**src/rtl/cdr_dlf_pi.sv**
```systemverilog
// CDR second-order loop filter: majority-voted bang-bang PD, integrators and lock-controlled gear shift.
// Optional frequency path: define CDR_DLF_FREQ_PATH_EN to build the frequency integrator.
module cdr_dlf_pi #(
    parameter int PHASE_W   = 16,
    parameter int CODE_W    = 11,
    parameter int FREQ_W    = 12,
    parameter int DECIM     = 4,
    parameter int KP_ACQ_SH = 6,
    parameter int KP_TRK_SH = 4,
    parameter int KI_SH     = 2,
    parameter int FREQ_SH   = 2,
    parameter int LOCK_CNT  = 32,
    parameter int LOCK_THR  = 4
) (
    input  logic                     clk,
    input  logic                     rst,
    input  logic                     en,
    input  logic                     up,
    input  logic                     dn,
    input  logic                     freq_hold,
    output logic [CODE_W-1:0]        code,
    output logic signed [FREQ_W-1:0] freq_word,
    output logic                     update,
    output logic                     locked
);
    localparam int CNT_W = (DECIM > 1) ? $clog2(DECIM) : 1;
    localparam int SUM_W = $clog2(DECIM + 1) + 1;
    localparam int LC_W  = (LOCK_CNT > 1) ? $clog2(LOCK_CNT) : 1;
    localparam int NET_W = $clog2(LOCK_CNT + 1) + 1;

    typedef enum logic {ACQ, TRK} state_t;
    state_t state, state_next;

    logic [CNT_W-1:0]        win_cnt;
    logic signed [SUM_W-1:0] vote_sum, vote, vote_total;
    logic [LC_W-1:0]         lock_cnt;
    logic signed [NET_W-1:0] net, net_total;
    logic [NET_W-1:0]        net_abs;
    logic [PHASE_W-1:0]      phase, phase_next, kp_step;
    logic                    close, eval_end, dir_pos, dir_neg;

    always_comb begin
        vote = '0;
        if (up && !dn)
            vote = SUM_W'(1);
        else if (dn && !up)
            vote = '1;
    end

    assign close      = en && (win_cnt == CNT_W'(DECIM - 1));
    assign vote_total = vote_sum + vote;
    assign dir_neg    = vote_total[SUM_W-1];
    assign dir_pos    = !vote_total[SUM_W-1] && (vote_total != '0);

    assign kp_step = (state == TRK) ? (PHASE_W'(1) << KP_TRK_SH) : (PHASE_W'(1) << KP_ACQ_SH);

`ifdef CDR_DLF_FREQ_PATH_EN
    logic signed [FREQ_W:0]   freq_sum;
    logic signed [FREQ_W-1:0] freq_sat, freq_shr;
    logic [PHASE_W-1:0]       freq_ext;

    // One guard bit; saturate when it disagrees with the result sign.
    always_comb begin
        freq_sum = {freq_word[FREQ_W-1], freq_word};
        if (dir_pos)
            freq_sum = freq_sum + ((FREQ_W + 1)'(1) << KI_SH);
        else if (dir_neg)
            freq_sum = freq_sum - ((FREQ_W + 1)'(1) << KI_SH);
        if (freq_sum[FREQ_W] != freq_sum[FREQ_W-1])
            freq_sat = freq_sum[FREQ_W] ? {1'b1, {(FREQ_W-1){1'b0}}} : {1'b0, {(FREQ_W-1){1'b1}}};
        else
            freq_sat = freq_sum[FREQ_W-1:0];
    end

    assign freq_shr = freq_word >>> FREQ_SH;
    assign freq_ext = PHASE_W'(freq_shr);

    always_ff @(posedge clk or posedge rst) begin
        if (rst)
            freq_word <= '0;
        else if (close && !freq_hold)
            freq_word <= freq_sat;
    end
`else
    logic unused_freq_hold;
    assign unused_freq_hold = freq_hold;
    assign freq_word        = '0;
`endif

    always_comb begin
        phase_next = phase;
        if (dir_pos)
            phase_next = phase + kp_step;
        else if (dir_neg)
            phase_next = phase - kp_step;
`ifdef CDR_DLF_FREQ_PATH_EN
        phase_next = phase_next + freq_ext;
`endif
    end

    always_ff @(posedge clk or posedge rst) begin
        if (rst) begin
            win_cnt  <= '0;
            vote_sum <= '0;
            phase    <= '0;
            update   <= 1'b0;
        end else begin
            update <= close;
            if (close) begin
                win_cnt  <= '0;
                vote_sum <= '0;
                phase    <= phase_next;
            end else if (en) begin
                win_cnt  <= win_cnt + CNT_W'(1);
                vote_sum <= vote_total;
            end
        end
    end

    assign code = phase[PHASE_W-1 -: CODE_W];

    // Lock detector: net window direction over LOCK_CNT windows.
    assign eval_end = close && (lock_cnt == LC_W'(LOCK_CNT - 1));

    always_comb begin
        net_total = net;
        if (dir_pos)
            net_total = net + NET_W'(1);
        else if (dir_neg)
            net_total = net - NET_W'(1);
        net_abs = net_total[NET_W-1] ? NET_W'(-net_total) : NET_W'(net_total);
    end

    always_comb begin
        state_next = state;
        if (eval_end) begin
            case (state)
                ACQ: if (int'(net_abs) <= LOCK_THR) state_next = TRK;
                TRK: if (int'(net_abs) > 2 * LOCK_THR) state_next = ACQ;
                default: state_next = ACQ;
            endcase
        end
    end

    always_ff @(posedge clk or posedge rst) begin
        if (rst) begin
            state    <= ACQ;
            lock_cnt <= '0;
            net      <= '0;
        end else begin
            state <= state_next;
            if (eval_end) begin
                lock_cnt <= '0;
                net      <= '0;
            end else if (close) begin
                lock_cnt <= lock_cnt + LC_W'(1);
                net      <= net_total;
            end
        end
    end

    assign locked = (state == TRK);

endmodule
```
**config.mk**
```make
export PLATFORM = sky130hd
export DESIGN_NAME = cdr_dlf_pi
export DESIGN_NICKNAME = d
export VERILOG_FILES = /design/src/rtl/cdr_dlf_pi.sv
export SDC_FILE = /design/constraint.sdc
export NUM_CORES = 1
export LEC_CHECK = 0
export CORE_MARGIN = 2
export CORE_UTILIZATION = 50
export DETAILED_ROUTE_END_ITERATION = 10
export PLACE_DENSITY = 0.73
export SYNTH_ARGS = -nofsm -noshare
export SYNTH_HDL_FRONTEND = slang
export SYNTH_SLANG_ARGS = --single-unit
```
**constraint.sdc**
```tcl
create_clock -name clk -period 5.4 [get_ports clk]
set_input_delay 0.54 -clock clk [delete_from_list [all_inputs] [get_ports clk]]
set_output_delay 0.54 -clock clk [all_outputs]
set_load 0.01 [all_outputs]
```
==> impl_metrics.csv, run 1 <==
group,metric,value,unit
power,switching_share,0.446,
route,first_pass_iters,4,
cts,cts_resized,0,
power,p_per_area,614,nW/um2
floorplanning,core,5070,um2
sta,max_slew.worst_pin.slew,0.645,ns
power,pwr-share-clk,0.116,
cts,numCtsBuffers,5,
floorplanning,pin_count,31,
power,p_comb_frac,0.640,
power,power,1.70,mW
synthesis,synth_seq_cells,32,
floorplanning,rows,26,
cts,clock_path_buffers,2,
floorplanning,dieHeight,76.1,um
route,post_drt_wl_per_cell,12.7,um
hold_path,hold_class,"flip-flop to flip-flop",
cts,ctsHoldBuffers,0,
global_route,track_usage,0.173,
cts,clk_latency,0.29,ns
cts,cts_tree,"yes",
route,drt_iter0_markers,65,
sta,fin_crit_sh,0.887,
place,placed_area,2680,um2
worst_setup_path,crit_path_max_fanout,3,
power,seq_power_share,0.244,
synthesis,synth.yosys.seq_area_share,0.308,
global_route,grt_pass1_vias,1827,
global_route,grtUsageMet3,0.0509,
final_layout,layout-drive-gt1-share,0.0884,
floorplanning,die_x,76.1,um
place,post-dp-hpwl,3320,um
synthesis,synth-edff-count,0,
route,drcViolationCount,0,
synthesis,netlist_area,2600,um2
power,p_leak,1.28,nW
global_route,grt_start_max_net_pins,33,
worst_setup_path,end_kind,"flip-flop",
power,p_int,0.941,mW
global_route,antenna_found_initial,0,
worst_setup_path,crit_path_start_kind,"input port",
place,io_buffers,17,
worst_setup_path,worstPathRequired,5.57,ns
global_route,gr-usage-met1,0.213,
synthesis,syn_area_per_cell,8.96,um2
global_route,top_usage_layer,"met2",
global_route,grt_pass1_wl,8120,um
synthesis,ys.warnings.count,0,
worst_setup_path,cp.arrival,4.97,ns
final_layout,final_area,2770,um2
cts,htree_levels,2,
route,vias,1919,
floorplanning,initial_core_util,0.512,
global_route,grt_use_met2,0.296,
global_route,globalRouteOverflowTotal,0,
floorplanning,die-area,5790,um2
final_layout,diodes,0,
sta,finalCriticalPeriod,4.79,ns
route,viasPerCell,5.27,
power,peakVddDrop,0.213,mV
sta,fmax,0.209,GHz
route,routed_wl,4610,um
sta,relSlewSlack,0.569,
sta,worst_clock_skew,0.00762,ns
flow_run,drv_cap,0,
cts,cts.sinks,32,
status,outcome,"completed",
synthesis,ys_types,53,
route,ant_nets,0,
sta,setup_violations,0,
cts,clkSlewWorstSetupHoldPaths,0.07,ns
power,p_switching,0.758,mW
sta,slew_viol_final,0,
place,place_congestion,0.825,
synthesis,synth-main-ff-cell,"dfrtp_1",
cts,clockRootBuffer,"clkbuf_8",
cts,post-cts-setup-buffers,0,
sta,rsz0062_at_grt,"false",
sta,finalHoldViolCount,0,
final_layout,fin_nets,321,
synthesis,ys_async_sr_fraction,1.00,
worst_setup_path,critical_path_class,"input port to flip-flop",
synthesis,syn_inst,290,
sta,setup_tns,0,ns
final_layout,area_growth,6.45,%
==> worst max-delay path: stages <==
cell and delay (ns):
clkdlybuf4s50_1 0.45, inv_1 0.05, ha_1 0.27, inv_1 0.04, ha_1 0.21, fa_1 0.40
xor3_1 0.45, nor3_4 0.05, nor2_1 0.23, inv_1 0.10, nand2_1 0.13, inv_1 0.05
ha_1 0.26, a21o_1 0.18, a21o_1 0.22, a2111oi_2 0.40, o31ai_1 0.16, o41ai_1 0.32
mux2i_1 0.22, nor2_1 0.06, xor2_1 0.16
==> cells by family after synthesis <==
family                   count (synthesis)  synth area share
flip-flops                              32             0.308
multiplexers                             8            0.0467
adder cells (fa/ha/maj)                 22             0.112
other                                    1           0.00144
AND/OR/NAND/NOR                         93             0.182
AO/OA/AOI/OAI                           65             0.161
XOR/XNOR                                17            0.0688
buffers and inverters                   52             0.120
==> per-layer routing <==
layer  vias to the layer above  wire length (um)
met5                         -                 0
met4                         0                48
met3                         4               177
met2                        21              2240
met1                       916              2150
li1                        978                 -
==> per-stage QoR <==
step / std cells / worst slack, ns / utilization / hold slack [ns]
floorplan: 301 / 0.823 / - / 0.443
global placement: 356 / 0.329 / 0.527 / 0.458
detailed placement: 356 / 0.283 / 0.527 / 0.471
CTS: 364 / 0.580 / 0.545 / 0.482
global route: 364 / 0.193 / 0.545 / 0.497
finish: 364 / 0.610 / 0.545 / 0.478
==> final timing paths <==
path                        startpoint   endpoint  slack, ns  cells past startpoint
setup reg to reg           vote_sum[0]  phase[15]       1.26                     17
min in group asynchronous          rst  phase[13]       0.65                      3
max in group asynchronous          rst     net[3]       4.44                      3
setup / recovery                    up  phase[15]       0.61                     21
hold reg to reg              phase[15]  phase[15]       0.48                      1
hold / removal               phase[15]  phase[15]       0.48                      1
==> state kept, by name, summed over array words and instances, names as in the netlist <==
register,count
phase,12
net,7
lock_cnt,5
vote_sum,4
win_cnt,2
locked,1
update,1
==> cell usage in the layout (no fill, tap or decap), drive strengths merged, types with 2 or more instances in the layout <==
cell	count
xor2	11
mux2	3
nor2b	3
and2	2
clkdlybuf4s50	17
xnor2	5
clkbuf	8
ha	20
inv	16
buf	4
a21oi	13
o21ai	26
dfrtp	32
a21o	3
a22o	2
a221o	2
and3	3
nor4bb	2
conb	12
nand2	36
o22ai	2
nand2b	6
mux2i	5
nand3b	3
o31ai	6
nor3	10
nor2	18
nand3	5
fa	2
==> final cells by class <==
cell class	instances	area [um2]
Fill cell	454	2310
Sequential cell	32	801
Inverter	16	60.1
Multi-Input combinational cell	217	1530
Timing Repair Buffer	21	200
Clock buffer	8	90.1
Tap cell	70	87.6
==> power groups by stage <==
stage               sequential [mW]  clock [mW]  combinational [mW]
global route                  0.431       0.212                1.23
finish                        0.415       0.197                1.09
floorplan                     0.384           0               0.952
detailed placement            0.422           0                1.09
CTS                           0.417       0.205                1.09
global placement              0.417           0                1.06
==> Yosys cell counts, types with 6 or more instances <==
library cell / count / area [um2]
clkbuf_1: 6 / 22.5
o21ai_1: 10 / 50.1
buf_4: 24 / 180
o31ai_1: 6 / 45.0
ha_1: 20 / 250
nor3_1: 8 / 40.0
nand2b_1: 6 / 37.5
o21ai_0: 16 / 80.1
inv_1: 16 / 60.1
dfrtp_1: 32 / 801
a21oi_1: 12 / 60.1
xor2_1: 9 / 78.8
nand2_1: 36 / 135
nor2_1: 18 / 67.6
Note: power is estimated with default switching activity, not from simulation.
==> run 2, diff against run 1 <==
--- a/config.mk
+++ b/config.mk
@@ -5,7 +5,7 @@
 export SDC_FILE = /design/constraint.sdc
 export NUM_CORES = 1
 export LEC_CHECK = 0
-export CORE_MARGIN = 2
+export CORE_MARGIN = 4
 export CORE_UTILIZATION = 50
 export DETAILED_ROUTE_END_ITERATION = 10
 export PLACE_DENSITY = 0.73
==> run 2 against run 1 <==
Register-to-register slack is essentially flat. Flip-flop and latch count is the same. Fmax shrank 0.52%. Clock power shrank 18%. Total power shrank 1.0%. Final area shrank 0.90%. Utilization grew 1.7 points. Via count shrank 0.99%. Sequential share of layout area grew 0.26 points.
==> impl_metrics.csv, run 2 (synthesized netlist as in run 1, its figures left out) <==
group,metric,value,unit
status,outcome,"completed",
floorplanning,pin_count,31,
worst_setup_path,cp.arrival,4.97,ns
sta,fmax,0.208,GHz
cts,cts_resized,0,
route,ant_nets,0,
power,p_switching,0.761,mW
floorplanning,dieHeight,80.1,um
final_layout,layout-drive-gt1-share,0.0859,
worst_setup_path,reg2regPathDepth,17,
sta,setup_tns,0,ns
worst_setup_path,slowest_delay,0.46,ns
sta,setup_ws,0.585,ns
sta,rsz0062_at_grt,"false",
final_layout,largest_reg_flops,12,
final_layout,diodes,0,
sta,fin_crit_sh,0.892,
floorplanning,core,4880,um2
route,post_drt_wl_per_cell,13.1,um
floorplanning,initial_core_util,0.533,
worst_setup_path,path_buf_inv,5,
global_route,grt_pass1_vias,1929,
final_layout,fill_cells,450,
global_route,track_usage,0.164,
global_route,grt_start_max_net_pins,33,
worst_setup_path,critical_path_class,"input port to flip-flop",
final_layout,reg.largest.list,"phase: 12 flops, net: 7 flops, lock_cnt: 5 flops",
cts,htree_levels,2,
cts,clkSlewWorstSetupHoldPaths,0.06,ns
final_layout,layout_common_cells,"nand2_1, dfrtp_1, ha_1, nor2_1, clkdlybuf4s50_1",
place,io_buffers,17,
hold_path,hold_depth,1,
worst_setup_path,worstPathRequired,5.56,ns
place,place_congestion,0.845,
sta,setup_violations,0,
cts,numCtsBuffers,5,
sta,max_slew.worst_pin.slew,0.662,ns
route,drcViolationCount,0,
power,seq_power_share,0.249,
cts,post-cts-setup-buffers,0,
worst_setup_path,crit_path_start_kind,"input port",
worst_setup_path,crit_chain,"clkdlybuf4s50_1 -> inv_1 -> ha_1 -> inv_1 -> ha_1 -> fa_1 -> xor3_1 -> nor3_4 -> nor2_1 -> inv_1 -> nand2_1 -> inv_1 -> ha_1 -> a21o_1 -> a21o_1 -> a2111oi_2 -> o31ai_1 -> o41ai_1 -> mux2i_1 -> nor2_1 -> xor2_1",
floorplanning,die_x,80.1,um
cts,cts_tree,"yes",
global_route,globalRouteOverflowTotal,0,
sta,slew_viol_final,0,
final_layout,fin_nets,321,
floorplanning,rows,25,
cts,ctsHoldBuffers,0,
worst_setup_path,critical_path.top_delay_family,"compound AO/OA/AOI/OAI gates",
worst_setup_path,crit_path_max_fanout,3,
hold_path,hold_class,"flip-flop to flip-flop",
floorplanning,die-area,6420,um2
power,p_leak,1.27,nW
power,p_comb_frac,0.654,
sta,finalHoldViolCount,0,
cts,clockRootBuffer,"clkbuf_8",
route,drt_iter0_markers,88,
place,preCtsSetupSlack,0.311,ns
sta,worst_clock_skew,0.00284,ns
final_layout,largest-register,"phase",
power,p_per_area,614,nW/um2
power,power,1.68,mW
power,switching_share,0.452,
sta,relSlewSlack,0.557,
cts,clock_path_buffers,2,
power,pwr-share-clk,0.097,
worst_setup_path,end_kind,"flip-flop",
final_layout,layout_commonest_cell,"nand2_1",
flow_run,drv_cap,0,
global_route,grt_pass1_wl,8380,um
worst_setup_path,crit_slowest_cell,"clkdlybuf4s50_1",
power,p_int,0.921,mW
global_route,antenna_found_initial,0,
route,viasPerCell,5.31,
route,routed_wl,4680,um
sta,finalCriticalPeriod,4.82,ns
cts,clk_latency,0.27,ns
worst_setup_path,cpMostUsedCell,"inv_1",
final_layout,area_growth,5.49,%
route,first_pass_iters,4,
power,peakVddDrop,0.230,mV
worst_setup_path,cp_num_cells,21,
place,post-dp-hpwl,3460,um
cts,cts.sinks,32,
route,vias,1900,
## run 2: changes by cell type in the layout (fill, tap and decap cells not counted), sizes merged
cell / delta
clkbuf: -3
## run 2: area by class of cell
class / count / area [um2] / share of cell area
multi-input cells: 217 / 1530 / 0.557
flip-flops and latches: 32 / 801 / 0.292
repair buffers: 21 / 200 / 0.0730
well taps: 67 / 83.8 / 0.0306
clock buffers: 5 / 68.8 / 0.0251
inverters: 16 / 60.1 / 0.0219
## run 2: worst paths after layout
| check | start | endpoint | slack (ns) |
|---|---|---|---|
| setup / recovery | up | phase[15] | 0.58 |
| max in group asynchronous | rst | phase[4] | 4.42 |
| setup reg to reg | vote_sum[0] | phase[15] | 1.26 |
| min in group asynchronous | rst | phase[12] | 0.67 |
| hold / removal | phase[15] | phase[15] | 0.48 |
| hold reg to reg | phase[15] | phase[15] | 0.48 |
## run 2: stage by stage
step	area [um2]	cells	util	hold slack (ns)
2_1_floorplan	2640	301	-	0.443
3_3_place_gp	2670	353	0.548	0.458
3_5_place_dp	2670	353	0.548	0.472
4_1_cts	2740	358	0.562	0.480
5_1_grt	2740	358	0.562	0.493
6_report	2740	358	0.562	0.480
## run 2: metal layers
metal	part of all wire	global-route usage
met1	0.44	0.193
met2	0.52	0.288
met4	0.012	0.0693
met3	0.031	0.0336
met5	0	0
## run 2: power groups by stage
| stage | combinational [mW] | sequential [mW] | clock, mW |
|---|---|---|---|
| after floorplan | 0.952 | 0.384 | 0 |
| after global placement | 1.07 | 0.417 | 0 |
| after detailed placement | 1.10 | 0.423 | 0 |
| after CTS | 1.11 | 0.420 | 0.168 |
| after global routing | 1.24 | 0.435 | 0.180 |
| final | 1.10 | 0.419 | 0.162 |
==> run 3, diff against run 2 <==
--- a/config.mk
+++ b/config.mk
@@ -5,7 +5,7 @@
 export SDC_FILE = /design/constraint.sdc
 export NUM_CORES = 1
 export LEC_CHECK = 0
-export CORE_MARGIN = 4
+export CORE_MARGIN = 3
 export CORE_UTILIZATION = 50
 export DETAILED_ROUTE_END_ITERATION = 10
 export PLACE_DENSITY = 0.73
==> run 3 against run 2 <==
Clock power increased by 43%. Worst hold slack got worse by 0.013 ns. Global-route usage increased by 0.92 points. Register-to-register slack improved by 0.04 ns. Die area decreased by 4.9%. Wire length decreased by 0.66%. First-iteration DRC count decreased by 15%. Non-clock buffer count unchanged. Critical endpoint unchanged. Largest cell class unchanged.
==> impl_metrics.csv, run 3 (synthesized netlist as in run 1, its figures left out) <==
group,metric,value,unit
sta,fmax,0.211,GHz
hold_path,worstHoldStart,"phase[15]",
power,p_comb_frac,0.629,
power,pwr-share-clk,0.132,
cts,post-cts-setup-buffers,0,
final_layout,layout-drive-gt1-share,0.0918,
place,io_buffers,17,
cts,cts_tree,"yes",
worst_setup_path,r2r_end,"phase[15]",
power,p_leak,1.29,nW
global_route,grt_start_max_net_pins,33,
worst_setup_path,worstPathRequired,5.58,ns
route,routed_wl,4650,um
final_layout,largest-register,"phase",
place,dp.cells,353,
cts,clkSlewWorstSetupHoldPaths,0.08,ns
worst_setup_path,slowest_delay,0.48,ns
global_route,track_usage,0.173,
floorplanning,pin_count,31,
route,first_pass_iters,4,
worst_setup_path,end_kind,"flip-flop",
power,p_per_area,629,nW/um2
sta,fin_crit_sh,0.878,
final_layout,largest_reg_flops,12,
final_layout,final_cell_count_no_fill,361,
power,p_int,0.975,mW
route,drcViolationCount,0,
route,vias,1909,
sta,slew_viol_final,0,
final_layout,diodes,0,
worst_setup_path,reg2reg_slack,1.30,ns
floorplanning,initial_core_util,0.533,
cts,clock_path_buffers,2,
worst_setup_path,path_buf_inv,3,
final_layout,layout_common_cells,"nand2_1, dfrtp_1, ha_1, nor2_1, clkdlybuf4s50_1",
sta,finalHoldViolCount,0,
global_route,grt_pass1_wl,8450,um
route,viasPerCell,5.29,
sta,worst_clock_skew,0.0105,ns
cts,cts_resized,0,
global_route,antenna_found_initial,0,
global_route,globalRouteOverflowTotal,0,
hold_path,min_to,"phase[15]",
worst_setup_path,crit_chain,"clkdlybuf4s50_1 -> ha_1 -> ha_1 -> a21oi_1 -> nor3_2 -> o311a_1 -> nor2_1 -> inv_1 -> nand2_1 -> inv_1 -> ha_1 -> a21o_1 -> a21o_1 -> a2111oi_2 -> o31ai_1 -> o41ai_1 -> mux2i_1 -> nor2_1 -> xor2_1",
cts,cts.sinks,32,
global_route,grt_pass1_vias,1879,
route,ant_nets,0,
place,place_congestion,0.829,
floorplanning,dieHeight,78.1,um
power,peakVddDrop,0.271,mV
final_layout,layout_commonest_cell,"nand2_1",
worst_setup_path,crit_slowest_cell,"clkdlybuf4s50_1",
place,post-dp-hpwl,3350,um
power,switching_share,0.442,
cts,clk_latency,0.29,ns
cts,ctsHoldBuffers,0,
final_layout,fill_cells,447,
floorplanning,core,4880,um2
worst_setup_path,critical_path_class,"input port to flip-flop",
floorplanning,rows,25,
worst_setup_path,critical_path.top_delay_family,"compound AO/OA/AOI/OAI gates",
cts,numCtsBuffers,5,
final_layout,fin_nets,321,
floorplanning,die_x,78.1,um
cts,clockRootBuffer,"clkbuf_8",
worst_setup_path,crit_path_max_fanout,9,
hold_path,hold_depth,1,
worst_setup_path,reg2regPathDepth,17,
floorplanning,die-area,6100,um2
final_layout,final_util,0.570,
sta,relSlewSlack,0.554,
worst_setup_path,cp.arrival,4.92,ns
route,drt_iter0_markers,75,
hold_path,hold_class,"flip-flop to flip-flop",
status,outcome,"completed",
power,seq_power_share,0.239,
cts,htree_levels,2,
final_layout,area_growth,6.98,%
worst_setup_path,cpMostUsedCell,"ha_1",
route,post_drt_wl_per_cell,12.9,um
sta,rsz0062_at_grt,"false",
final_layout,reg.largest.list,"phase: 12 flops, net: 7 flops, lock_cnt: 5 flops",
worst_setup_path,reg2reg_from,"vote_sum[0]",
worst_setup_path,crit_path_start_kind,"input port",
flow_run,drv_cap,0,
sta,setup_violations,0,
sta,finalCriticalPeriod,4.74,ns
sta,max_slew.worst_pin.slew,0.668,ns
power,p_switching,0.773,mW
sta,setup_tns,0,ns
-- run 3: layer usage --
metal | wire length (um) | track usage
met1 | 2110 | 0.221
met2 | 2320 | 0.283
met3 | 150 | 0.0356
met4 | 68 | 0.0804
met5 | 0 | 0
-- run 3: cell type report --
cell class / instances / area [um2] / share of cell area
Clock buffer: 6 / 72.6 / 0.0261
Timing Repair Buffer: 21 / 200 / 0.0720
Inverter: 16 / 60.1 / 0.0216
Sequential cell: 32 / 801 / 0.288
Clock inverter: 2 / 35.0 / 0.0126
Multi-Input combinational cell: 217 / 1530 / 0.550
Tap cell: 67 / 83.8 / 0.0302
-- run 3: through the flow --
stage               hold WS [ns]  total power [mW]  cell area [um2]  worst slack, ns
global route               0.481              1.93             2780            0.208
finish                     0.466              1.75             2780            0.656
global placement           0.457              1.48             2670            0.350
CTS                        0.472              1.76             2780            0.604
detailed placement         0.462              1.52             2670            0.299
floorplan                  0.443              1.34             2640            0.823
-- run 3: how the worst max path moves through the flow --
stage          from        end  slack [ns]  depth (start not counted)
6_report         dn  phase[15]        0.66                         19
5_1_grt          dn  phase[15]        0.21                         19
4_1_cts          dn  phase[15]        0.60                         19
3_5_place_dp     dn  phase[15]        0.30                         19
3_3_place_gp     dn  phase[15]        0.35                         19
2_1_floorplan    up  phase[15]        0.82                         20
-- run 3: power by group through the flow --
| stage | Clock, mW | Sequential, mW | Combinational, mW |
|---|---|---|---|
| 2_1_floorplan | 0 | 0.384 | 0.952 |
| 5_1_grt | 0.250 | 0.435 | 1.24 |
| 3_5_place_dp | 0 | 0.422 | 1.09 |
| 3_3_place_gp | 0 | 0.417 | 1.07 |
| 4_1_cts | 0.238 | 0.418 | 1.10 |
| 6_report | 0.231 | 0.417 | 1.10 |
-- run 3: worst reg2reg max path: stages, from the launching register on --
cell and delay, ns:
dfrtp_1 0.38, ha_1 0.24, fa_1 0.42, xor3_1 0.45
nor3_4 0.05, nor2_1 0.18, inv_1 0.08, nand2_1 0.11
inv_1 0.05, ha_1 0.26, a21o_1 0.18, a21o_1 0.22
a2111oi_2 0.44, o31ai_1 0.17, o41ai_1 0.32, mux2i_1 0.22
nor2_1 0.06, xor2_1 0.16
==> variant: new RTL, settings of run 1 <==
Add a define of `CDR_DLF_FREQ_PATH_EN`.
--- a/src/rtl/cdr_dlf_pi.sv
+++ b/src/rtl/cdr_dlf_pi.sv
@@ -1,4 +1,6 @@
 // CDR second-order loop filter: majority-voted bang-bang PD, integrators and lock-controlled gear shift.
 // Optional frequency path: define CDR_DLF_FREQ_PATH_EN to build the frequency integrator.
+`define CDR_DLF_FREQ_PATH_EN
+
 module cdr_dlf_pi #(
     parameter int PHASE_W   = 16,
Formal check against the unedited RTL: not equivalent (a bounded check fails within 10 cycles, from zero or initial values and one cycle with rst high).
==> variant against run 1 <==
  * Wire length up 91%
  * Via count increased by 83%
  * Clock power up 17%
  * Critical path depth decreased by 1
  * Sequential cell count is 15 higher
  * Sequential share of layout area fell by 2.2 points
  * Combinational power up 96%
  * Maximum frequency decreased by 1.0%
  * Setup slack worse by 50 ps
  * Area after synthesis up 53%
  * Die area up 50%
  * Total power is 83% higher
  * Final area up 59%
  * Critical path type unchanged
==> variant: results <==
grt:
  grt_pass1_wl_mm: 15.4
  grt_usage: 0.217
  grt_max_degree: 48
  met1_usage: 0.290
  met2_usage: 0.365
setup_path:
  arrival_ps: 5090
  timing.rr.end: "phase[15]$_DFFE_PP0P_"
  cp_slowest_cell: "clkdlybuf4s50_1"
  crit_family: "adder cells"
  reg2reg_depth: 16
  r2r_slack_ps: 1170
  cp_max_fo: 9
drt:
  wl_met2_mm: 4.21
  wl_mm: 8.81
  top_layer: "met4"
  drt_iter0_drc: 203
  first_pass_iters: 5
  wl_met3_um: 415
  via_per_inst: 5.91
  ant_nets: 0
  wl_met1_mm: 4.06
pwr:
  power_switching_uw: 1520
  clk-power_uw: 230
  vdd_drop_max_v: 0.000307
yosys:
  synth-compound-area-share: 0.238
  synth_xor_area_frac: 0.0638
  netlist_top_cells_area: "dfrtp_1, ha_1, nand2_1"
  synth_common_cells: "nand2_1, dfrtp_1, o21ai_0"
  synthDistinctLibCells: 65
  synthMuxAreaShare: 0.0267
  synthAdderAreaFrac: 0.114
  yosysSeqAreaShare: 0.295
placed_design:
  dp_hpwl_mm: 6.48
  gp_congestion: 0.909
  place_ws_ps: 141
  io_buffers: 30
cts:
  clk_latency_ps: 310
  clk_pin_slew_worst_paths_ps: 100
  cts-htree-levels: 2
status:
  status: "completed"
sta:
  relSlewSlack: 0.329
  fmax_mhz: 207
  holdWs_ps: 481
min_path:
  min_to: "lock_cnt[4]$_DFFE_PP0P_"
  hold_path_depth: 2
  min_from: "lock_cnt[4]$_DFFE_PP0P_"
finish:
  final_nets: 533
  largestRegisters: "phase: 16 flops, freq_word: 11 flops, net: 7 flops"
[variant: cell count changes after synthesis, moves of 10 or more]
cell,before,now
o21ai_0,16,36
nand2_1,36,56
xnor2_1,5,18
nor3_1,8,19
buf_4,24,13
a21oi_1,12,28
dfrtp_1,32,47
nor2_1,18,34
ha_1,20,33
clkbuf_1,6,16
[variant: area by class of cell]
type,count,area [µm²]
multi-input cells,377,2550
flip-flops and latches,47,1180
repair buffers,40,375
clock inverters,3,23.8
inverters,21,78.8
fillers,718,3330
well taps,102,128
clock buffers,5,68.8
[variant: per-stage QoR]
step | cell area [µm²] | std cells | power [µW]
after floorplan | 3980 | 478 | 2320
after global placement | 4300 | 587 | 2800
after detailed placement | 4300 | 587 | 2850
after CTS | 4390 | 595 | 3090
after global routing | 4400 | 595 | 3430
final | 4400 | 595 | 3110
[variant: repair_timing]
item                       in CTS  in global routing
gates resized for setup         0                  2
setup endpoints to repair       0                  2
setup buffers                   0                  0
